<file path="src/rtl/core_monitor_if.sv">
// Bundle between a retiring core, the core_monitor, and a trace sink.
// master = core/trace-sink side, slave = monitor side.
interface core_monitor_if;
  logic        valid_in;
  logic [31:0] pc_in;
  logic [31:0] inst_in;
  logic [31:0] v0_in;
  logic        halted;
  logic [1:0]  halt_cause;
  logic [31:0] syscall_pc;
  logic [31:0] syscall_v0;
  logic [31:0] inst_count;
  logic        trace_valid;
  logic        trace_ready;
  logic [31:0] trace_pc;
  logic [31:0] trace_inst;
  logic        trace_overflow;

  modport master (
    output valid_in, pc_in, inst_in, v0_in, trace_ready,
    input  halted, halt_cause, syscall_pc, syscall_v0, inst_count,
           trace_valid, trace_pc, trace_inst, trace_overflow
  );

  modport slave (
    input  valid_in, pc_in, inst_in, v0_in, trace_ready,
    output halted, halt_cause, syscall_pc, syscall_v0, inst_count,
           trace_valid, trace_pc, trace_inst, trace_overflow
  );
endinterface

</file>
<file path="src/rtl/core_monitor.sv">
// Watches core retirements: halts on syscall or cycle timeout, counts instructions.
// Define CORE_MONITOR_TRACE_EN to build the retirement trace FIFO; otherwise the trace port reads 0.
module core_monitor #(
  parameter int TIMEOUT_CYCLES = 500,
  parameter int TRACE_DEPTH    = 8
) (
  input logic           clk,
  input logic           rst,
  core_monitor_if.slave mon
);
  localparam logic [31:0] SYSCALL = 32'h0000000C;
  localparam logic [31:0] TO_LAST = 32'(TIMEOUT_CYCLES - 1);

  typedef enum logic [1:0] {RUN = 2'd0, HALT_SYS = 2'd1, HALT_TO = 2'd2} state_t;

  state_t      state;
  logic [31:0] cycle_cnt, inst_count, syscall_pc, syscall_v0;
  logic        halted;
  logic [1:0]  halt_cause;
  logic        retire, is_sys;

  assign retire = (state == RUN) && mon.valid_in;
  assign is_sys = retire && (mon.inst_in == SYSCALL);

  always_ff @(posedge clk or posedge rst) begin
    if (rst) begin
      state      <= RUN;
      cycle_cnt  <= '0;
      inst_count <= '0;
      syscall_pc <= '0;
      syscall_v0 <= '0;
      halted     <= 1'b0;
      halt_cause <= 2'b00;
    end else if (state == RUN) begin
      cycle_cnt <= cycle_cnt + 32'd1;
      if (retire && inst_count != '1) inst_count <= inst_count + 32'd1;
      // syscall takes priority over a timeout landing on the same edge
      if (is_sys) begin
        state      <= HALT_SYS;
        halted     <= 1'b1;
        halt_cause <= 2'b01;
        syscall_pc <= mon.pc_in;
        syscall_v0 <= mon.v0_in;
      end else if (cycle_cnt == TO_LAST) begin
        state      <= HALT_TO;
        halted     <= 1'b1;
        halt_cause <= 2'b10;
      end
    end
  end

  assign mon.halted     = halted;
  assign mon.halt_cause = halt_cause;
  assign mon.syscall_pc = syscall_pc;
  assign mon.syscall_v0 = syscall_v0;
  assign mon.inst_count = inst_count;

`ifdef CORE_MONITOR_TRACE_EN
  localparam int          AW       = $clog2(TRACE_DEPTH);
  localparam logic [AW:0] FULL_CNT = (AW+1)'(TRACE_DEPTH);

  logic [63:0]   mem [TRACE_DEPTH];
  logic [AW-1:0] wr_ptr, rd_ptr, rd_next;
  logic [AW:0]   count;
  logic [63:0]   wdata, head, head_nxt;
  logic          empty, full, push, pop, overflow;

  assign wdata   = {mon.pc_in, mon.inst_in};
  assign empty   = (count == '0);
  assign full    = (count == FULL_CNT);
  assign pop     = !empty && mon.trace_ready;
  assign push    = retire && (!full || pop);
  assign rd_next = rd_ptr + AW'(1);

  // Head register holds what will be at the front after this edge.
  always_comb begin
    head_nxt = head;
    if (pop) begin
      if (count == (AW+1)'(1)) head_nxt = push ? wdata : '0;
      else                     head_nxt = mem[rd_next];
    end else if (empty && push) begin
      head_nxt = wdata;
    end
  end

  always_ff @(posedge clk) begin
    if (push) mem[wr_ptr] <= wdata;
  end

  always_ff @(posedge clk or posedge rst) begin
    if (rst) begin
      wr_ptr   <= '0;
      rd_ptr   <= '0;
      count    <= '0;
      head     <= '0;
      overflow <= 1'b0;
    end else begin
      if (push) wr_ptr <= wr_ptr + AW'(1);
      if (pop)  rd_ptr <= rd_next;
      if (push && !pop)      count <= count + (AW+1)'(1);
      else if (pop && !push) count <= count - (AW+1)'(1);
      head <= head_nxt;
      if (retire && full && !pop) overflow <= 1'b1;
    end
  end

  assign mon.trace_valid    = !empty;
  assign mon.trace_pc       = head[63:32];
  assign mon.trace_inst     = head[31:0];
  assign mon.trace_overflow = overflow;
`else
  localparam int unused_depth = TRACE_DEPTH;
  logic unused_trace_ready;
  assign unused_trace_ready  = mon.trace_ready;
  assign mon.trace_valid     = 1'b0;
  assign mon.trace_pc        = '0;
  assign mon.trace_inst      = '0;
  assign mon.trace_overflow  = 1'b0;
`endif
endmodule

</file>
<file path="src/flat_wrapper.sv">
// flat-port wrapper written by rule: the top's interface ports become plain ports
module core_monitor_flat 
#(
  parameter int TIMEOUT_CYCLES = 500,
  parameter int TRACE_DEPTH    = 8
)
  (clk, rst, mon_valid_in, mon_pc_in, mon_inst_in, mon_v0_in, mon_trace_ready, mon_halted, mon_halt_cause, mon_syscall_pc, mon_syscall_v0, mon_inst_count, mon_trace_valid, mon_trace_pc, mon_trace_inst, mon_trace_overflow);
  core_monitor_if mon_i ();
  input logic clk;
  input logic rst;
  input wire logic [$bits(mon_i.valid_in)-1:0] mon_valid_in;
  input wire logic [$bits(mon_i.pc_in)-1:0] mon_pc_in;
  input wire logic [$bits(mon_i.inst_in)-1:0] mon_inst_in;
  input wire logic [$bits(mon_i.v0_in)-1:0] mon_v0_in;
  input wire logic [$bits(mon_i.trace_ready)-1:0] mon_trace_ready;
  output wire logic [$bits(mon_i.halted)-1:0] mon_halted;
  output wire logic [$bits(mon_i.halt_cause)-1:0] mon_halt_cause;
  output wire logic [$bits(mon_i.syscall_pc)-1:0] mon_syscall_pc;
  output wire logic [$bits(mon_i.syscall_v0)-1:0] mon_syscall_v0;
  output wire logic [$bits(mon_i.inst_count)-1:0] mon_inst_count;
  output wire logic [$bits(mon_i.trace_valid)-1:0] mon_trace_valid;
  output wire logic [$bits(mon_i.trace_pc)-1:0] mon_trace_pc;
  output wire logic [$bits(mon_i.trace_inst)-1:0] mon_trace_inst;
  output wire logic [$bits(mon_i.trace_overflow)-1:0] mon_trace_overflow;
  assign mon_i.valid_in = mon_valid_in;
  assign mon_i.pc_in = mon_pc_in;
  assign mon_i.inst_in = mon_inst_in;
  assign mon_i.v0_in = mon_v0_in;
  assign mon_i.trace_ready = mon_trace_ready;
  assign mon_halted = mon_i.halted;
  assign mon_halt_cause = mon_i.halt_cause;
  assign mon_syscall_pc = mon_i.syscall_pc;
  assign mon_syscall_v0 = mon_i.syscall_v0;
  assign mon_inst_count = mon_i.inst_count;
  assign mon_trace_valid = mon_i.trace_valid;
  assign mon_trace_pc = mon_i.trace_pc;
  assign mon_trace_inst = mon_i.trace_inst;
  assign mon_trace_overflow = mon_i.trace_overflow;
  core_monitor #(.TIMEOUT_CYCLES(TIMEOUT_CYCLES), .TRACE_DEPTH(TRACE_DEPTH)) u_core (.clk(clk), .rst(rst), .mon(mon_i));
endmodule
</file>
<file path="config.mk">
export PLATFORM = sky130hd
export DESIGN_NAME = core_monitor_flat
export DESIGN_NICKNAME = d
export VERILOG_FILES = /design/src/rtl/core_monitor_if.sv /design/src/rtl/core_monitor.sv /design/src/flat_wrapper.sv
export SDC_FILE = /design/constraint.sdc
export NUM_CORES = 1
export LEC_CHECK = 0
export ABC_AREA = 1
export BUFFER_PORTS_ARGS = -buffer_cell sky130_fd_sc_hd__buf_2
export CAP_MARGIN = 20
export CORE_UTILIZATION = 48
export CTS_BUF_LIST = sky130_fd_sc_hd__clkbuf_4 sky130_fd_sc_hd__clkbuf_8
export CTS_CLUSTER_DIAMETER = 80
export DETAILED_ROUTE_END_ITERATION = 16
export PLACE_DENSITY = 0.78
export SYNTH_ARGS = -nofsm -noshare
export SYNTH_HDL_FRONTEND = slang
export SYNTH_SLANG_ARGS = --single-unit
</file>
<file path="constraint.sdc">
create_clock -name clk -period 4.35 [get_ports clk]
set_input_delay 0.2175 -clock clk [delete_from_list [all_inputs] [get_ports clk]]
set_output_delay 0.2175 -clock clk [all_outputs]
set_load 0.02 [all_outputs]
</file>
==> impl_metrics.csv, run 1 <==
group,metric,value,unit
status,status,"completed",
timing,setup_violations,0,
drt,detail-route-antenna-nets,0,
floorplanning,num_rows,44,
synth,async_reset_ff_share,100,%
global_routing,grt_usage,24.2,%
global_routing,grt_remaining_overflow,0,
synth,synth_edf_count,0,
layout,layout_common_cells,"nand2_1, buf_2, dfrtp_1, nor2_1, nand3_1",
cts,clock_latency,440,ps
pwr,powerDensity,273,mW/mm^2
cts,cts-resized-gates,0,
pwr,power.internal,1.91,mW
global_routing,grt_max_degree,66,
timing,max_slew_margin,54.2,%
cts,cts_num_sinks,131,
timing,layout_min_cycle_time,2090,ps
drt,wl_per_cell,12.9,um
timing,tightestPinTransition,688,ps
synth,syn_area_per_cell,7.52,um^2
floorplanning,io_pins,265,
layout,nets,1329,
timing,finClkSkew,8.75,ps
cts,numCtsBuffers,17,
drt,viasPerCell,4.82,
drt,wl,18.3,mm
global_routing,antenna_found_initial,0,
placed_design,place_hpwl,12.9,mm
layout,diodes,0,
pwr,swShare,23.6,%
cts,clk_path_buf_depth,2,
worst_setup_path,startpoint_type,"flop",
drt,drt_first_pass_iters,7,
floorplanning,start_util,49.8,%
layout,layout_commonest_cell,"nand2_1",
synth,syn_area,0.00735,mm^2
worst_setup_path,worst_path_most_repeated_cell,"nand3_1",
timing,slew_violations,0,
pwr,power_frac_clock,44.5,%
run,cap_violations,0,
pwr,leakagePower,5.16,nW
pwr,vdd_drop_max,0.246,mV
worst_setup_path,worstSetupEndpointType,"flop",
synth,synth_warnings,0,
floorplanning,die_w,126,um
global_routing,grt_pass1_wl,30.9,mm
worst_setup_path,cp.arrival,2410,ps
synth,seq_area_frac_synth,44.6,%
pwr,p_switching,0.592,mW
global_routing,grt_pass1_vias,6414,
synth,syn_inst,978,
floorplanning,core_area,0.0148,mm^2
pwr,p_total,2.51,mW
timing,min_period_over_period,48.0,%
floorplanning,fp.dieArea,0.0158,mm^2
worst_setup_path,critical_path_class,"reg -> reg",
cts,cts_tree,"done",
cts,clkTransAtPathRegs,80,ps
floorplanning,chipHeight,126,um
worst_setup_path,crit_chain,"inv_2 -> nand2_4 -> nor2_8 -> nand2_2 -> nor2_4 -> buf_4 -> nand3_1 -> nand3_1 -> nand2_1",
worst_hold_path,hold_path.class,"in -> reg",
worst_setup_path,cp_max_fo,65,
drt,drc_errors,0,
placed_design,dp.cells,1337,
drt,drt_iter0_drc,481,
pwr,power.share.combinational,6.9,%
timing,setup_tns,0,ps
synth,yosysUniqueCellTypes,31,
placed_design,port_buffers,197,
synth,ys_seq_elements,131,
placed_design,routabilityCongestion,0.877,
worst_setup_path,cp_slowest_cell,"buf_4",
synth,synthFlopType,"dfrtp_1",
layout,drive_above_1_share,21.0,%
timing,clock.fmax,479,MHz
layout,fin_cells,1424,
worst_setup_path,crit_required,4680,ps
timing,rsz0062_at_grt,"no",
cts,htree_levels,4,
timing,finalHoldViolations,0,
pwr,seqPwrFrac,48.6,%
layout,synthToLayoutAreaGrowth,24.8,%
worst_setup_path,cp_slowest_stage_delay,530,ps
cts,clockRootBuffer,"clkbuf_8",
drt,vias,6868,
worst paths after layout:
check	from	end	slack [ps]	cells after the start
setup / recovery	u_core.mon.halt_cause[0]$_DFFE_PP0P_	u_core.mon.halt_cause[1]$_DFFE_PP0P_	2260	9
hold / removal	mon_pc_in[5]	u_core.mon.syscall_pc[5]$_DFFE_PP0P_	30	3
setup reg to reg	u_core.mon.halt_cause[0]$_DFFE_PP0P_	u_core.mon.halt_cause[1]$_DFFE_PP0P_	2260	9
hold reg to reg	u_core.mon.syscall_pc[25]$_DFFE_PP0P_	u_core.mon.syscall_pc[25]$_DFFE_PP0P_	470	2
max in group asynchronous	rst	u_core.mon.syscall_v0[22]$_DFFE_PP0P_	3010	4
min in group asynchronous	rst	u_core.mon.syscall_v0[20]$_DFFE_PP0P_	350	3
per-stage QoR:
| step | utilization, % | hold slack, ps | instance area (um^2) | worst slack (ps) |
|---|---|---|---|---|
| 6_report | 62.2 | 32.5 | 9180 | 2260 |
| 3_3_place_gp | 55.4 | 274 | 8180 | 2210 |
| 4_1_cts | 62.2 | 2.74 | 9180 | 2200 |
| 5_1_grt | 62.2 | 30.5 | 9180 | 2020 |
| 2_1_floorplan | - | 362 | 7590 | 635 |
| 3_5_place_dp | 55.6 | 279 | 8200 | 2220 |
sequential cells by signal, indices dropped and copies added, names as in the netlist:
| name | count |
|---|---|
| u_core.mon.inst_count | 32 |
| u_core.mon.syscall_pc | 32 |
| u_core.cycle_cnt | 32 |
| u_core.mon.syscall_v0 | 32 |
| u_core.mon.halt_cause | 2 |
| u_core.mon.halted | 1 |
power groups by stage:
stage                     clock network, mW  registers (mW)  logic, mW
final                                  1.11            1.22      0.174
after global routing                   1.20            1.22      0.190
after CTS                              1.14            1.22      0.172
after detailed placement                  0            1.24      0.133
after global placement                    0            1.24      0.132
after floorplan                           0            1.24      0.122
cell families after synthesis:
kind of cell / synth area share [%]
compound gates: 0.340
other cells: 0.0510
simple gates: 38.3
flops: 44.6
xor+xnor: 4.41
buf+inv: 11.9
fa+ha+maj: 0.340
worst max-delay path: cells and delay by family, from the launching register on:
kind / cells / cell delay, ps
buffers and inverters: 2 / 620
flip-flops: 1 / 410
AND/OR/NAND/NOR: 7 / 940
cell usage after synthesis (all sizes together) (2+ instances only):
| master | count | area, um^2 |
|---|---|---|
| xor2 | 28 | 245 |
| nand2 | 399 | 1540 |
| nor3b | 2 | 15.0 |
| and2 | 2 | 12.5 |
| buf | 91 | 672 |
| nor3 | 10 | 55.1 |
| nand3 | 87 | 440 |
| ha | 2 | 25.0 |
| or2 | 2 | 12.5 |
| dfrtp | 131 | 3280 |
| nand3b | 17 | 128 |
| inv | 53 | 201 |
| xnor2 | 9 | 78.8 |
| o21ai | 5 | 25.0 |
| nor2 | 122 | 509 |
| nand4 | 15 | 93.8 |
layout make-up:
type / instances / area [um^2]
multi-input cells: 767 / 3450
well taps: 184 / 230
clock buffers: 18 / 241
flip-flops and latches: 131 / 3280
repair buffers: 257 / 1590
inverters: 53 / 204
clock inverters: 14 / 188
fillers: 1305 / 5580
layer usage:
metal  up-vias  GRT usage, %  part of all wire [%]
met5         -             0                     0
met4         0          8.43                   2.0
met3        31          5.10                   5.4
met2       248          40.2                    50
met1      3179          31.5                    43
li1       3410             -                     -
what timing repair did:
action,in CTS,in global routing
endpoints found under the hold margin,88,0
hold buffers,55,0
buffers inserted,0,0
No activity file was read; power rests on OpenSTA's default activity.
==> run 2: changes to the inputs <==
CORE_UTILIZATION = 47   (was 48)
PLACE_DENSITY = 0.79   (was 0.78)
clock period = 1.7 ns   (was 4.35 ns; I/O delays follow)
==> run 2 against run 1 <==
  * Largest power group unchanged
  * Sequential share of layout area decreased by 1.7 points
  * Fmax up 27%
  * Cell area is 5.3% higher
  * Global-route usage down 0.072 points
  * Die area is 2.1% higher
  * Combinational power increased to 2.7 times the previous value
  * First-iteration DRC count rose by 7.5%
  * Core utilization up 1.1 points
  * Sequential cell count stayed put
==> impl_metrics.csv, run 2 (synthesis gave the netlist of run 1 again) <==
group,metric,value,unit
status,status,"completed",
cts,numCtsBuffers,17,
placed_design,dp.cells,1393,
cts,clockRootBuffer,"clkbuf_8",
drt,drt_iter0_drc,517,
worst_setup_path,worst_path_most_repeated_cell,"nor2_4",
pwr,p_total,6.24,mW
cts,clkTransAtPathRegs,80,ps
timing,rsz0062_at_grt,"yes",
layout,drive_above_1_share,24.0,%
cts,clk_path_buf_depth,2,
placed_design,place_hpwl,13.1,mm
layout,nFillCells,1308,
layout,finish.utilization,63.3,%
run,cap_violations,0,
worst_setup_path,cp_slowest_stage_delay,380,ps
timing,hold-worst-slack,51.7,ps
floorplanning,io_pins,265,
worst_setup_path,crit_required,2080,ps
worst_setup_path,startpoint_type,"flop",
timing,finClkSkew,10.3,ps
worst_hold_path,hold_path.class,"in -> reg",
floorplanning,core_area,0.0153,mm^2
layout,diodes,0,
cts,cts_num_sinks,131,
global_routing,grt_pass1_wl,31.0,mm
layout,layout_common_cells,"nand2_1, buf_2, dfrtp_1, nor2_1, nand3_1",
drt,wl,19.4,mm
timing,min_period_over_period,96.6,%
worst_setup_path,crit_end,"u_core.cycle_cnt[22]$_DFFE_PP0N_",
floorplanning,chipHeight,127,um
global_routing,grt_remaining_overflow,0,
worst_setup_path,rrSetupSlack,60,ps
layout,nets,1377,
drt,viasPerCell,4.77,
drt,vias,7154,
worst_setup_path,worstSetupEndpointType,"flop",
worst_setup_path,r2r-start,"u_core.cycle_cnt[1]$_DFFE_PP0N_",
global_routing,grt_usage,24.2,%
worst_setup_path,cp_slowest_cell,"dfrtp_1",
worst_setup_path,crit_chain,"ha_2 -> nand3_4 -> nor2_4 -> nand4_1 -> nor2_4 -> buf_4 -> xor2_1",
drt,detail-route-antenna-nets,0,
floorplanning,num_rows,45,
worst_setup_path,cp.arrival,2020,ps
timing,slew_violations,0,
floorplanning,fp.dieArea,0.0161,mm^2
cts,cts_tree,"done",
placed_design,port_buffers,197,
pwr,vdd_drop_max,0.403,mV
global_routing,antenna_found_initial,0,
pwr,powerDensity,645,mW/mm^2
timing,setup_violations,0,
worst_setup_path,critical_path_class,"reg -> reg",
layout,synthToLayoutAreaGrowth,31.4,%
drt,wl_per_cell,13.0,um
cts,htree_levels,4,
drt,drc_errors,0,
timing,finalHoldViolations,0,
pwr,leakagePower,5.38,nW
floorplanning,start_util,48.2,%
worst_setup_path,cp_max_fo,5,
timing,clock.fmax,609,MHz
worst_setup_path,reg2reg_depth,7,
global_routing,grt_max_degree,132,
placed_design,pre_cts_slack,61.6,ps
timing,setup_slack,58.0,ps
floorplanning,die_w,127,um
timing,tightestPinTransition,711,ps
cts,clock_latency,450,ps
drt,drt_first_pass_iters,5,
global_routing,grt_pass1_vias,6575,
worst_setup_path,reg2reg_to,"u_core.cycle_cnt[22]$_DFFE_PP0N_",
layout,layout_commonest_cell,"nand2_1",
timing,max_slew_margin,52.6,%
timing,layout_min_cycle_time,1640,ps
layout,fin_cells,1499,
worst_setup_path,setup.worst_path.start,"u_core.cycle_cnt[1]$_DFFE_PP0N_",
placed_design,routabilityCongestion,0.880,
run 2: changes by cell type in the layout (fill, tap and decap cells not counted), moves of 3 or more:
cell	previous run	this run
buf_12	1	5
buf_4	4	38
clkinv_2	4	1
dfrtp_1	131	127
dfrtp_2	0	4
dlygate4sd3_1	55	65
inv_6	0	4
run 2: layout make-up:
| cell class | instances | area, um^2 | area share [%] |
|---|---|---|---|
| well taps | 211 | 264 | 2.73 |
| clock inverters | 14 | 155 | 1.61 |
| multi-input cells | 767 | 3490 | 36.1 |
| inverters | 53 | 205 | 2.12 |
| repair buffers | 305 | 2020 | 20.9 |
| flip-flops and latches | 131 | 3280 | 34.0 |
| clock buffers | 18 | 241 | 2.50 |
run 2: how the worst min path moves through the flow:
stage / end / depth (start not counted) / start
global route: u_core.mon.halt_cause[0]$_DFFE_PP0P_ / 6 / mon_inst_in[15]
floorplan: u_core.mon.syscall_pc[29]$_DFFE_PP0P_ / 2 / mon_pc_in[29]
detailed placement: u_core.mon.syscall_v0[9]$_DFFE_PP0P_ / 3 / mon_v0_in[9]
CTS: u_core.mon.halt_cause[0]$_DFFE_PP0P_ / 6 / mon_inst_in[15]
global placement: u_core.mon.syscall_pc[1]$_DFFE_PP0P_ / 3 / mon_pc_in[1]
finish: u_core.mon.halt_cause[0]$_DFFE_PP0P_ / 6 / mon_inst_in[15]
run 2: metal layers:
metal  up-vias  part of all wire [%]  GRT usage [%]
met5         -                     0              0
met3        33                   5.1           5.19
met4         0                   1.7           7.49
met1      3354                    43           30.8
li1       3510                     -              -
met2       257                    50           41.2
run 2: critical path: cells and delay by family (launching register included):
kind / cells / cell delay [ps]
xor gates and xnor gates: 1 / 130
DFF: 1 / 380
buffers and inverters: 1 / 140
adders and majority gates: 1 / 230
and+or+nand+nor: 4 / 680
run 2: what timing repair did:
item / 4_1_cts / 5_1_grt
setup buffers: 0 / 9
resized for setup: 0 / 14
setup endpoints to repair: 0 / 36
hold buffers: 65 / 0
endpoints found under the hold margin: 195 / 0
run 2: report_power, final:
group | switching (mW) | internal [mW] | total, mW
sequential | 0.000000000174 | 3.11 | 3.11
clock | 1.32 | 1.33 | 2.65
combinational | 0.275 | 0.193 | 0.467
run 2: through the flow:
| stage | instance area (um^2) | setup TNS (ps) |
|---|---|---|
| after floorplan | 7600 | -1920 |
| after global routing | 9660 | -142 |
| after CTS | 9550 | 0 |
| after global placement | 8500 | 0 |
| final | 9660 | 0 |
| after detailed placement | 8500 | 0 |
==> run 3: changes to the inputs <==
CORE_UTILIZATION = 40   (was 47)
CTS_BUF_LIST = unset   (was sky130_fd_sc_hd__clkbuf_4 sky130_fd_sc_hd__clkbuf_8)
PLACE_DENSITY = 0.69   (was 0.79)
REMOVE_ABC_BUFFERS = 1   (was unset)
==> run 3 against run 2 <==
  * Critical path depth is 1 higher
  * Routed wire length is 6.1% higher
  * Cell area is 4.4% higher
  * First-iteration DRC count is 2.3% lower
  * Worst setup slack better by 13 ps
  * Combinational power is 3% higher
  * Hold slack better by 19 ps
  * Non-clock buffer count is 13 higher
  * Critical path type unchanged
  * Sequential power hardly changed
==> impl_metrics.csv, run 3 (synthesis gave the netlist of run 1 again) <==
group,metric,value,unit
worst_setup_path,worstSetupEndpointType,"flop",
drt,drc_errors,0,
run,cap_violations,0,
drt,vias,7204,
worst_setup_path,cp_top_family,"simple AND/OR/NAND/NOR gates",
floorplanning,start_util,40.9,%
layout,layout_commonest_cell,"nand2_1",
global_routing,grt_pass1_wl,30.4,mm
timing,slew_violations,0,
layout,nets,1390,
worst_setup_path,crit_chain,"ha_4 -> nand3_4 -> nor2_4 -> nand4_1 -> nor2_4 -> nand2_1 -> nand2_1 -> nand2_1",
drt,wl_per_cell,13.5,um
floorplanning,die_w,138,um
status,status,"completed",
timing,rsz0062_at_grt,"yes",
timing,setup_slack,70.7,ps
worst_setup_path,crit_required,2010,ps
placed_design,place_hpwl,13.7,mm
cts,cts_tree,"done",
drt,drt_iter0_drc,505,
global_routing,grt_max_degree,65,
layout,final_area,0.0101,mm^2
worst_setup_path,cp_slowest_stage_delay,420,ps
worst_setup_path,cp_slowest_cell,"dfrtp_1",
placed_design,pre_cts_slack,37.7,ps
floorplanning,fp.dieArea,0.0189,mm^2
cts,cts_num_sinks,131,
timing,clock.fmax,614,MHz
cts,clkTransAtPathRegs,60,ps
pwr,powerDensity,752,mW/mm^2
cts,clockRootBuffer,"clkbuf_16",
global_routing,grt_usage,20.5,%
layout,regArea,0.00328,mm^2
worst_setup_path,critical_path_class,"reg -> reg",
layout,diodes,0,
layout,layout_common_cells,"nand2_1, buf_2, dfrtp_1, nor2_1, nand3_1",
worst_setup_path,startpoint_type,"flop",
drt,detail-route-antenna-nets,0,
timing,hold-worst-slack,71.0,ps
floorplanning,num_rows,49,
worst_setup_path,cp.arrival,1940,ps
timing,finalHoldViolations,0,
pwr,vdd_drop_max,0.650,mV
timing,min_period_over_period,95.8,%
layout,synthToLayoutAreaGrowth,37.3,%
worst_setup_path,worst_path_most_repeated_cell,"nand2_1",
global_routing,grt_remaining_overflow,0,
timing,layout_min_cycle_time,1630,ps
global_routing,antenna_found_initial,0,
global_routing,grt_pass1_vias,6319,
floorplanning,core_area,0.0180,mm^2
drt,viasPerCell,4.71,
cts,htree_levels,4,
floorplanning,chipHeight,138,um
pwr,leakagePower,5.60,nW
timing,setup_violations,0,
worst_setup_path,cp_max_fo,5,
worst_setup_path,worst-path-buf-inv,0,
drt,wl,20.6,mm
placed_design,port_buffers,197,
cts,clk_path_buf_depth,2,
drt,drt_first_pass_iters,5,
cts,clock_latency,420,ps
worst_hold_path,hold_path.class,"in -> reg",
floorplanning,io_pins,265,
placed_design,place_area,0.00862,mm^2
layout,nFillCells,1612,
layout,drive_above_1_share,24.8,%
layout,multiInputGateArea,0.00351,mm^2
placed_design,routabilityCongestion,0.864,
cts,numCtsBuffers,17,
timing,finClkSkew,12.4,ps
==> run 3: timing repair <==
item / 4_1_cts / 5_1_grt
endpoints found under the hold margin: 92 / 0
resized for setup: 0 / 21
hold buffers: 65 / 0
setup endpoints to repair: 0 / 58
setup buffers: 0 / 10
==> run 3: stage by stage <==
step / total power, mW / util [%] / instances / TNS [ps]
floorplan: 3.37 / - / 951 / -361540
CTS: 7.66 / 55.1 / 1519 / 0
detailed placement: 3.53 / 48.0 / 1422 / 0
global placement: 3.53 / 48.0 / 1422 / 0
finish: 7.59 / 56.2 / 1530 / 0
global route: 7.84 / 56.2 / 1530 / -38.9
==> run 3: area by class of cell <==
cell class	instances	area share, %
multi-input combinational	767	34.8
sequential	131	32.5
timing repair buffer	318	21.5
clock buffer	17	4.22
tap	229	2.84
clock inverter	15	2.10
inverter	53	2.05
==> run 3: per-layer routing <==
layer	wire length [um]	vias to the layer above	track usage (%)
met4	427	0	7.33
met1	8910	3353	27.4
met2	10200	265	33.1
met5	0	-	0
met3	1070	45	3.79
li1	-	3541	-
==> run 3: where the power goes <==
group	internal (mW)	switching (mW)	total, mW
registers	3.12	0.000000000168	3.12
clock network	2.39	1.60	3.99
logic	0.202	0.281	0.483
total	5.71	1.88	7.59
==> run 3: path summary, 6_finish.rpt <==
path | slack, ps | from | end | depth (start not counted)
setup / recovery | 70 | u_core.cycle_cnt[0]$_DFFE_PP0N_ | u_core.cycle_cnt[30]$_DFFE_PP0N_ | 8
hold / removal | 70 | mon_inst_in[22] | u_core.mon.halt_cause[0]$_DFFE_PP0P_ | 6
setup reg to reg | 70 | u_core.cycle_cnt[0]$_DFFE_PP0N_ | u_core.cycle_cnt[30]$_DFFE_PP0N_ | 8
hold reg to reg | 470 | u_core.mon.syscall_v0[7]$_DFFE_PP0P_ | u_core.mon.syscall_v0[7]$_DFFE_PP0P_ | 2
max in group asynchronous | 800 | rst | u_core.cycle_cnt[24]$_DFFE_PP0N_ | 4
min in group asynchronous | 260 | rst | u_core.mon.syscall_v0[21]$_DFFE_PP0P_ | 3
==> run 3: worst register-to-register path: stages (launching register included) <==
cell	delay [ps]
dfrtp_1	420
ha_4	170
nand3_4	90
nor2_4	150
nand4_1	240
nor2_4	250
nand2_1	70
nand2_1	70
nand2_1	60
